$ cat src/rtl/mem_access_pkg.sv
// Shared types for the memory access unit: access-size encodings, FSM states, default memory size.
// Sub-word (byte/half) support is compiled in only when MEM_ACCESS_SUBWORD_EN is defined.
package mem_access_pkg;

  localparam int MEM_BYTES_DEF = 1024;

  typedef enum logic [1:0] {
    SZ_BYTE = 2'b00,
    SZ_HALF = 2'b01,
    SZ_WORD = 2'b10,
    SZ_ILL  = 2'b11
  } size_e;

`ifdef MEM_ACCESS_SUBWORD_EN
  typedef enum logic [2:0] {
    IDLE   = 3'd0,
    LOAD   = 3'd1,
    STORE  = 3'd2,
    RMW_RD = 3'd3,
    RMW_WR = 3'd4,
    RESP   = 3'd5
  } state_e;
`else
  typedef enum logic [2:0] {
    IDLE   = 3'd0,
    LOAD   = 3'd1,
    STORE  = 3'd2,
    RESP   = 3'd5
  } state_e;
`endif

  // Natural alignment: halves on even addresses, words on multiples of four.
  function automatic logic lane_misaligned(input logic [1:0] size, input logic [1:0] addr_lo);
    return ((size == SZ_HALF) && addr_lo[0]) ||
           ((size == SZ_WORD) && (addr_lo != 2'b00));
  endfunction

endpackage

$ cat src/rtl/mem_access_unit_if.sv
// Request/response handshake plus data-memory bus of the memory access unit.
// slave = the unit itself, master = the requester and memory side.
interface mem_access_unit_if;

  logic        REQ_VALID;
  logic        REQ_READY;
  logic        REQ_WE;
  logic [1:0]  REQ_SIZE;
  logic        REQ_SIGNED;
  logic [31:0] REQ_ADDR;
  logic [31:0] REQ_WDATA;
  logic        RSP_VALID;
  logic [31:0] RSP_RDATA;
  logic        RSP_ERR;
  logic [31:0] MEM_ADDR;
  logic        MEM_RW;
  logic [31:0] MEM_WD;
  logic [31:0] MEM_RD;

  modport slave (
    input  REQ_VALID, REQ_WE, REQ_SIZE, REQ_SIGNED, REQ_ADDR, REQ_WDATA, MEM_RD,
    output REQ_READY, RSP_VALID, RSP_RDATA, RSP_ERR, MEM_ADDR, MEM_RW, MEM_WD
  );

  modport master (
    output REQ_VALID, REQ_WE, REQ_SIZE, REQ_SIGNED, REQ_ADDR, REQ_WDATA, MEM_RD,
    input  REQ_READY, RSP_VALID, RSP_RDATA, RSP_ERR, MEM_ADDR, MEM_RW, MEM_WD
  );

endinterface

$ cat src/rtl/mem_lane_align.sv
// Little-endian lane handling: extracts and extends sub-word loads, and merges
// sub-word store data into an existing memory word. Purely combinational.
module mem_lane_align
  import mem_access_pkg::*;
(
  input  logic [1:0]  addr_lo,
  input  logic [1:0]  size,
  input  logic        sign_ext,
  input  logic [31:0] rd_word,
  input  logic [31:0] old_word,
  input  logic [31:0] wr_data,
  output logic [31:0] load_data,
  output logic [31:0] merge_word
);

  logic signed [7:0]  lane_b;
  logic signed [15:0] lane_h;

  always_comb begin
    lane_b     = rd_word[{addr_lo, 3'b000} +: 8];
    lane_h     = rd_word[{addr_lo[1], 4'b0000} +: 16];
    load_data  = rd_word;
    merge_word = wr_data;
    case (size)
      SZ_BYTE: begin
        load_data  = sign_ext ? 32'(lane_b) : {24'h0, lane_b};
        merge_word = old_word;
        merge_word[{addr_lo, 3'b000} +: 8] = wr_data[7:0];
      end
      SZ_HALF: begin
        load_data  = sign_ext ? 32'(lane_h) : {16'h0, lane_h};
        merge_word = old_word;
        merge_word[{addr_lo[1], 4'b0000} +: 16] = wr_data[15:0];
      end
      default: begin
        load_data  = rd_word;
        merge_word = wr_data;
      end
    endcase
  end

endmodule

$ cat src/rtl/mem_access_unit.sv
// Load/store unit between a single-request port and a word-wide data memory.
// Define MEM_ACCESS_SUBWORD_EN for byte/half accesses (read-modify-write stores).
module mem_access_unit
  import mem_access_pkg::*;
#(
  parameter int MEM_BYTES = MEM_BYTES_DEF
) (
  input logic CLK,
  input logic RST,
  mem_access_unit_if.slave bus
);

  state_e      state, state_nxt;
  logic        accept, req_err, size_bad, misalign, out_of_range;
  logic        err_q, we_q, signed_q;
  logic [1:0]  size_q;
  logic [31:0] addr_q, wdata_q, rdata_q, old_word, load_data, merge_word, word_addr;

  assign accept = bus.REQ_VALID && bus.REQ_READY;

`ifdef MEM_ACCESS_SUBWORD_EN
  assign size_bad = (bus.REQ_SIZE == SZ_ILL);
`else
  assign size_bad = (bus.REQ_SIZE != SZ_WORD);
`endif
  assign misalign     = lane_misaligned(bus.REQ_SIZE, bus.REQ_ADDR[1:0]);
  assign out_of_range = (bus.REQ_ADDR >= 32'(MEM_BYTES));
  assign req_err      = size_bad || misalign || out_of_range;
  assign word_addr    = {addr_q[31:2], 2'b00};

  mem_lane_align u_align (
    .addr_lo    (addr_q[1:0]),
    .size       (size_q),
    .sign_ext   (signed_q),
    .rd_word    (bus.MEM_RD),
    .old_word   (old_word),
    .wr_data    (wdata_q),
    .load_data  (load_data),
    .merge_word (merge_word)
  );

  always_ff @(posedge CLK or posedge RST) begin
    if (RST) begin
      state <= IDLE;
      err_q <= 1'b0;
    end else begin
      state <= state_nxt;
      if (accept) err_q <= req_err;
    end
  end

  // Request fields and load data are plain datapath registers.
  always_ff @(posedge CLK) begin
    if (accept) begin
      we_q     <= bus.REQ_WE;
      size_q   <= bus.REQ_SIZE;
      signed_q <= bus.REQ_SIGNED;
      addr_q   <= bus.REQ_ADDR;
      wdata_q  <= bus.REQ_WDATA;
    end
    rdata_q <= (state == LOAD) ? load_data : '0;
  end

`ifdef MEM_ACCESS_SUBWORD_EN
  logic [31:0] rmw_q;
  always_ff @(posedge CLK) begin
    if (state == RMW_RD) rmw_q <= bus.MEM_RD;
  end
  assign old_word = rmw_q;
`else
  assign old_word = '0;
`endif

  always_comb begin
    state_nxt = state;
    case (state)
      IDLE: begin
        if (accept) begin
          if (req_err)              state_nxt = RESP;
          else if (!bus.REQ_WE)     state_nxt = LOAD;
`ifdef MEM_ACCESS_SUBWORD_EN
          else if (bus.REQ_SIZE != SZ_WORD) state_nxt = RMW_RD;
`endif
          else                      state_nxt = STORE;
        end
      end
      LOAD:    state_nxt = RESP;
      STORE:   state_nxt = RESP;
`ifdef MEM_ACCESS_SUBWORD_EN
      RMW_RD:  state_nxt = RMW_WR;
      RMW_WR:  state_nxt = RESP;
`endif
      RESP:    state_nxt = IDLE;
      default: state_nxt = IDLE;
    endcase
  end

  // All outputs idle at zero; IDLE is the reset state, so reset forces them low.
  always_comb begin
    bus.REQ_READY = 1'b0;
    bus.RSP_VALID = 1'b0;
    bus.RSP_ERR   = 1'b0;
    bus.RSP_RDATA = '0;
    bus.MEM_ADDR  = '0;
    bus.MEM_RW    = 1'b0;
    bus.MEM_WD    = '0;
    case (state)
      IDLE:  bus.REQ_READY = !RST;
      LOAD:  bus.MEM_ADDR  = word_addr;
      STORE: begin
        bus.MEM_ADDR = word_addr;
        bus.MEM_RW   = 1'b1;
        bus.MEM_WD   = merge_word;
      end
`ifdef MEM_ACCESS_SUBWORD_EN
      RMW_RD: bus.MEM_ADDR = word_addr;
      RMW_WR: begin
        bus.MEM_ADDR = word_addr;
        bus.MEM_RW   = 1'b1;
        bus.MEM_WD   = merge_word;
      end
`endif
      RESP: begin
        bus.RSP_VALID = 1'b1;
        bus.RSP_ERR   = err_q;
        bus.RSP_RDATA = rdata_q;
      end
      default: ;
    endcase
  end

  logic unused_we;
  assign unused_we = we_q;

endmodule
$ cat src/flat_wrapper.sv
// flat-port wrapper written by rule: the top's interface ports become plain ports
module mem_access_unit_flat import mem_access_pkg::*;
#(
  parameter int MEM_BYTES = MEM_BYTES_DEF
)
  (CLK, RST, bus_REQ_VALID, bus_REQ_WE, bus_REQ_SIZE, bus_REQ_SIGNED, bus_REQ_ADDR, bus_REQ_WDATA, bus_MEM_RD, bus_REQ_READY, bus_RSP_VALID, bus_RSP_RDATA, bus_RSP_ERR, bus_MEM_ADDR, bus_MEM_RW, bus_MEM_WD);
  mem_access_unit_if bus_i ();
  input logic CLK;
  input logic RST;
  input wire logic [$bits(bus_i.REQ_VALID)-1:0] bus_REQ_VALID;
  input wire logic [$bits(bus_i.REQ_WE)-1:0] bus_REQ_WE;
  input wire logic [$bits(bus_i.REQ_SIZE)-1:0] bus_REQ_SIZE;
  input wire logic [$bits(bus_i.REQ_SIGNED)-1:0] bus_REQ_SIGNED;
  input wire logic [$bits(bus_i.REQ_ADDR)-1:0] bus_REQ_ADDR;
  input wire logic [$bits(bus_i.REQ_WDATA)-1:0] bus_REQ_WDATA;
  input wire logic [$bits(bus_i.MEM_RD)-1:0] bus_MEM_RD;
  output wire logic [$bits(bus_i.REQ_READY)-1:0] bus_REQ_READY;
  output wire logic [$bits(bus_i.RSP_VALID)-1:0] bus_RSP_VALID;
  output wire logic [$bits(bus_i.RSP_RDATA)-1:0] bus_RSP_RDATA;
  output wire logic [$bits(bus_i.RSP_ERR)-1:0] bus_RSP_ERR;
  output wire logic [$bits(bus_i.MEM_ADDR)-1:0] bus_MEM_ADDR;
  output wire logic [$bits(bus_i.MEM_RW)-1:0] bus_MEM_RW;
  output wire logic [$bits(bus_i.MEM_WD)-1:0] bus_MEM_WD;
  assign bus_i.REQ_VALID = bus_REQ_VALID;
  assign bus_i.REQ_WE = bus_REQ_WE;
  assign bus_i.REQ_SIZE = bus_REQ_SIZE;
  assign bus_i.REQ_SIGNED = bus_REQ_SIGNED;
  assign bus_i.REQ_ADDR = bus_REQ_ADDR;
  assign bus_i.REQ_WDATA = bus_REQ_WDATA;
  assign bus_i.MEM_RD = bus_MEM_RD;
  assign bus_REQ_READY = bus_i.REQ_READY;
  assign bus_RSP_VALID = bus_i.RSP_VALID;
  assign bus_RSP_RDATA = bus_i.RSP_RDATA;
  assign bus_RSP_ERR = bus_i.RSP_ERR;
  assign bus_MEM_ADDR = bus_i.MEM_ADDR;
  assign bus_MEM_RW = bus_i.MEM_RW;
  assign bus_MEM_WD = bus_i.MEM_WD;
  mem_access_unit #(.MEM_BYTES(MEM_BYTES)) u_core (.CLK(CLK), .RST(RST), .bus(bus_i));
endmodule
$ cat config.mk
export PLATFORM = sky130hd
export DESIGN_NAME = mem_access_unit_flat
export DESIGN_NICKNAME = d
export VERILOG_FILES = /design/src/rtl/mem_access_pkg.sv /design/src/rtl/mem_access_unit_if.sv /design/src/rtl/mem_lane_align.sv /design/src/rtl/mem_access_unit.sv /design/src/flat_wrapper.sv
export SDC_FILE = /design/constraint.sdc
export NUM_CORES = 1
export LEC_CHECK = 0
export CAP_MARGIN = 30
export CORE_ASPECT_RATIO = 1.1
export CORE_MARGIN = 4
export CORE_UTILIZATION = 24
export DETAILED_ROUTE_END_ITERATION = 8
export PLACE_DENSITY = 0.47
export SYNTH_ARGS = -nofsm -noshare
export SYNTH_HDL_FRONTEND = slang
export SYNTH_SLANG_ARGS = --single-unit
$ cat constraint.sdc
create_clock -name CLK -period 2.7 [get_ports CLK]
set_input_delay 0.81 -clock CLK [delete_from_list [all_inputs] [get_ports CLK]]
set_output_delay 0.81 -clock CLK [all_outputs]
set_load 0.1 [all_outputs]
==> flow_summary.toml <==
[outcome]
status = "finished, violations left"
violations = "negative setup slack"

[worst_setup_path]
crit_required_ns = 1.89
worstPathMaxFanout = 8
cp.arrival_ns = 2.18
critical_path_class = "reg2out"
slowest_stage = "a222oi_1"
cp_cell_sequence = "inv_8 > ha_4 > inv_4 > and4_4 > a222oi_1 > nor2_4 > buf_12"
endpoint_kind = "output pin"
worst_setup_path_start_kind = "flop"
slowest_delay_ns = 0.50

[finish]
syn_to_final_growth_pct = 95.7
n_antenna_cell = 0
drive_above_1_share = 0.449
num-fill-cells = 1755
finalNonFillerCells = 885
fin_area_um2 = 9400
num-nets-final = 736

[floorplanning]
pin_count = 203
die_y_um = 156
rows = 54
die_x_um = 143
coreArea_um2 = 19700
start_util = 0.244
die_area_um2 = 22300

[detailed_routing]
drc = 0
drt_pass1_iterations = 4
wl_per_cell_um = 18.7
drtIter0Drc = 195
vias_per_cell = 4.59
routed_wl_um = 16600
postRouteAntennaNets = 0
vias = 4058

[synthesis]
synth_sequential_area_ratio = 0.573
ys_warn_count = 0
syn-cell-area_um2 = 4800
synth_most_common_cell = "edfxtp_1"
ys_types = 50
synth_edf_count = 67
ys_top_cells_by_area = "edfxtp_1 42%, dfxtp_1 13%, and2_1 5.6%, nor2b_1 5.1%, a22oi_1 3.6%"
synth.cells.most_frequent = "67 x edfxtp_1, 43 x and2_1, 39 x nor2_1, 39 x nor2b_1, 32 x dfxtp_1"
avgSynthCellArea_um2 = 12.0
async_flop_share = 0.0388
syn_inst = 402
yosys.area.top_type_share = 0.419
ys_seq_elements = 103
yosys.area.top_type = "edfxtp_1"
synth_flop_cell = "edfxtp_1"

[cts]
postCtsHoldBufs = 0
cts_tree = "done"
cts.clk_slew.worst_paths_ns = 0.07
h-tree-depth = 3
clk_path_buf_depth = 2
cts-buffers-inserted = 9
root_buffer = "clkbuf_16"
insertion_delay_ns = 0.35
numClockSinks = 103

[hold_path]
hold_path.class = "reg2reg"

[grt]
grt_max_degree = 35
grt_antenna_before_repair = 0
grt_first_pass_wirelength_um = 25600
gr-total-overflow = 0
grt_usage = 0.150
grt_pass1_vias = 4579

[power_and_ir_drop]
leakage_nw = 3.39
power_density_nw_per_um2 = 700
ir_drop_mv = 0.574

[sta]
max_slew_margin = 0.666
post-route-worst-setup-slack_ns = -0.292
rsz0062_at_grt = "true"
fin_crit_ns = 2.99
setup_viol_count_final = 32
min_period_over_period = 1.11
worst_slew_pin_slew_ns = 0.501
drv_slew = 0
hold_violations = 0
fin_skew_ns = 0.0101
clock.fmax_ghz = 0.334

[placed_design]
place_inst = 856
dp_slack_ns = -0.0673
place_area_um2 = 8760
numPortBuffers = 200
place_hpwl_um = 12700
place.gp.congestion = 0.799

[run]
maxCapViolations = 0
layout make-up:
type,instances,area (um^2),area share
inverters,5,32.5,0.00346
clock inverters,7,93.8,0.00998
repair buffers,244,3460,0.368
well taps,252,315,0.0335
flip-flops and latches,103,2760,0.293
clock buffers,9,225,0.0240
multi-input cells,265,2520,0.268
where the power goes:
| group | switching (mW) | total [mW] | internal [mW] |
|---|---|---|---|
| clock | 0.580 | 1.39 | 0.814 |
| combinational | 1.91 | 3.15 | 1.23 |
| sequential | 0.103 | 2.04 | 1.93 |
final timing paths:
path | to | slack, ns | cells after the start | start
setup reg to reg | u_core.rdata_q[10] | 0.77 | 5 | u_core.addr_q[0]
hold reg to reg | u_core.err_q | 0.53 | 2 | u_core.err_q
min in group asynchronous | u_core.state[0] | 0.73 | 2 | RST
setup / recovery | bus_MEM_WD[28] | -0.29 | 7 | u_core.addr_q[0]
hold / removal | u_core.err_q | 0.53 | 2 | u_core.err_q
max in group asynchronous | u_core.state[2] | 1.79 | 2 | RST
layer usage:
| layer | vias to the layer above | global-route usage | share of wire |
|---|---|---|---|
| met4 | 0 | 0.0448 | 0.015 |
| met2 | 156 | 0.261 | 0.53 |
| met1 | 1965 | 0.169 | 0.36 |
| met3 | 13 | 0.0590 | 0.097 |
| li1 | 1924 | - | - |
| met5 | - | 0 | 0 |
stage by stage:
stage / power [mW] / setup TNS, ns / util / hold WS, ns
2_1_floorplan: 4.00 / -10.73 / - / 0.487
3_5_place_dp: 5.06 / -0.501 / 0.444 / 0.514
3_3_place_gp: 5.04 / -0.289 / 0.444 / 0.514
4_1_cts: 6.60 / -6.39 / 0.472 / 0.531
6_report: 6.58 / -5.94 / 0.477 / 0.532
5_1_grt: 6.86 / -8.69 / 0.477 / 0.589
cells by family (layout without fill, tap and decap cells):
family,after synthesis,after routing,share of synthesized area
AND/OR/NAND/NOR,168,168,0.197
other,1,2,0.000781
adder cells (fa/ha/maj),5,5,0.0130
flip-flops,103,103,0.573
AO/OA/AOI/OAI,78,78,0.122
buffers and inverters,35,265,0.0440
multiplexers,12,12,0.0497
flip-flops by register name, indices dropped and copies added (netlist names):
name / flops
u_core.rdata_q: 32
u_core.size_q: 2
u_core.wdata_q: 32
u_core.state: 3
u_core.signed_q: 1
u_core.err_q: 1
u_core.addr_q: 32
cells in the final DEF (no fill, tap or decap), drive strengths merged, types with 2 or more instances in the layout:
| cell | synthesis | routed |
|---|---|---|
| a31oi | 2 | 2 |
| buf | 25 | 142 |
| inv | 5 | 6 |
| a222oi | 7 | 7 |
| a21oi | 26 | 26 |
| ha | 5 | 5 |
| o21ai | 5 | 5 |
| nor3 | 3 | 3 |
| clkbuf | 5 | 9 |
| mux4 | 8 | 8 |
| conb | 1 | 2 |
| nor2 | 40 | 40 |
| nand2 | 21 | 21 |
| mux2i | 4 | 4 |
| and2 | 43 | 43 |
| clkinv | 0 | 3 |
| clkdlybuf4s50 | 0 | 102 |
| a22oi | 23 | 23 |
| nor2b | 39 | 39 |
| dfxtp | 32 | 32 |
| o22ai | 4 | 4 |
| edfxtp | 67 | 67 |
| nand3 | 3 | 3 |
| and4 | 2 | 2 |
| nor4 | 6 | 6 |
| a2111oi | 7 | 7 |
| bufinv | 0 | 2 |
| dfrtp | 4 | 4 |
| or3 | 3 | 3 |
worst max-delay path, delay by kind of cell (launching register included):
family | cells | cell delay, ns
flops | 1 | 0.47
buf+inv | 3 | 0.28
compound gates | 1 | 0.50
simple gates | 2 | 0.29
fa+ha+maj | 1 | 0.28
what timing repair did:
item / 4_1_cts / 5_1_grt
endpoints found under the setup margin: 46 / 62
pin swaps: 23 / 14
buffers inserted: 10 / 7
cloned: 1 / 0
resized for setup: 36 / 15
Power figures use the tool's default switching activity.
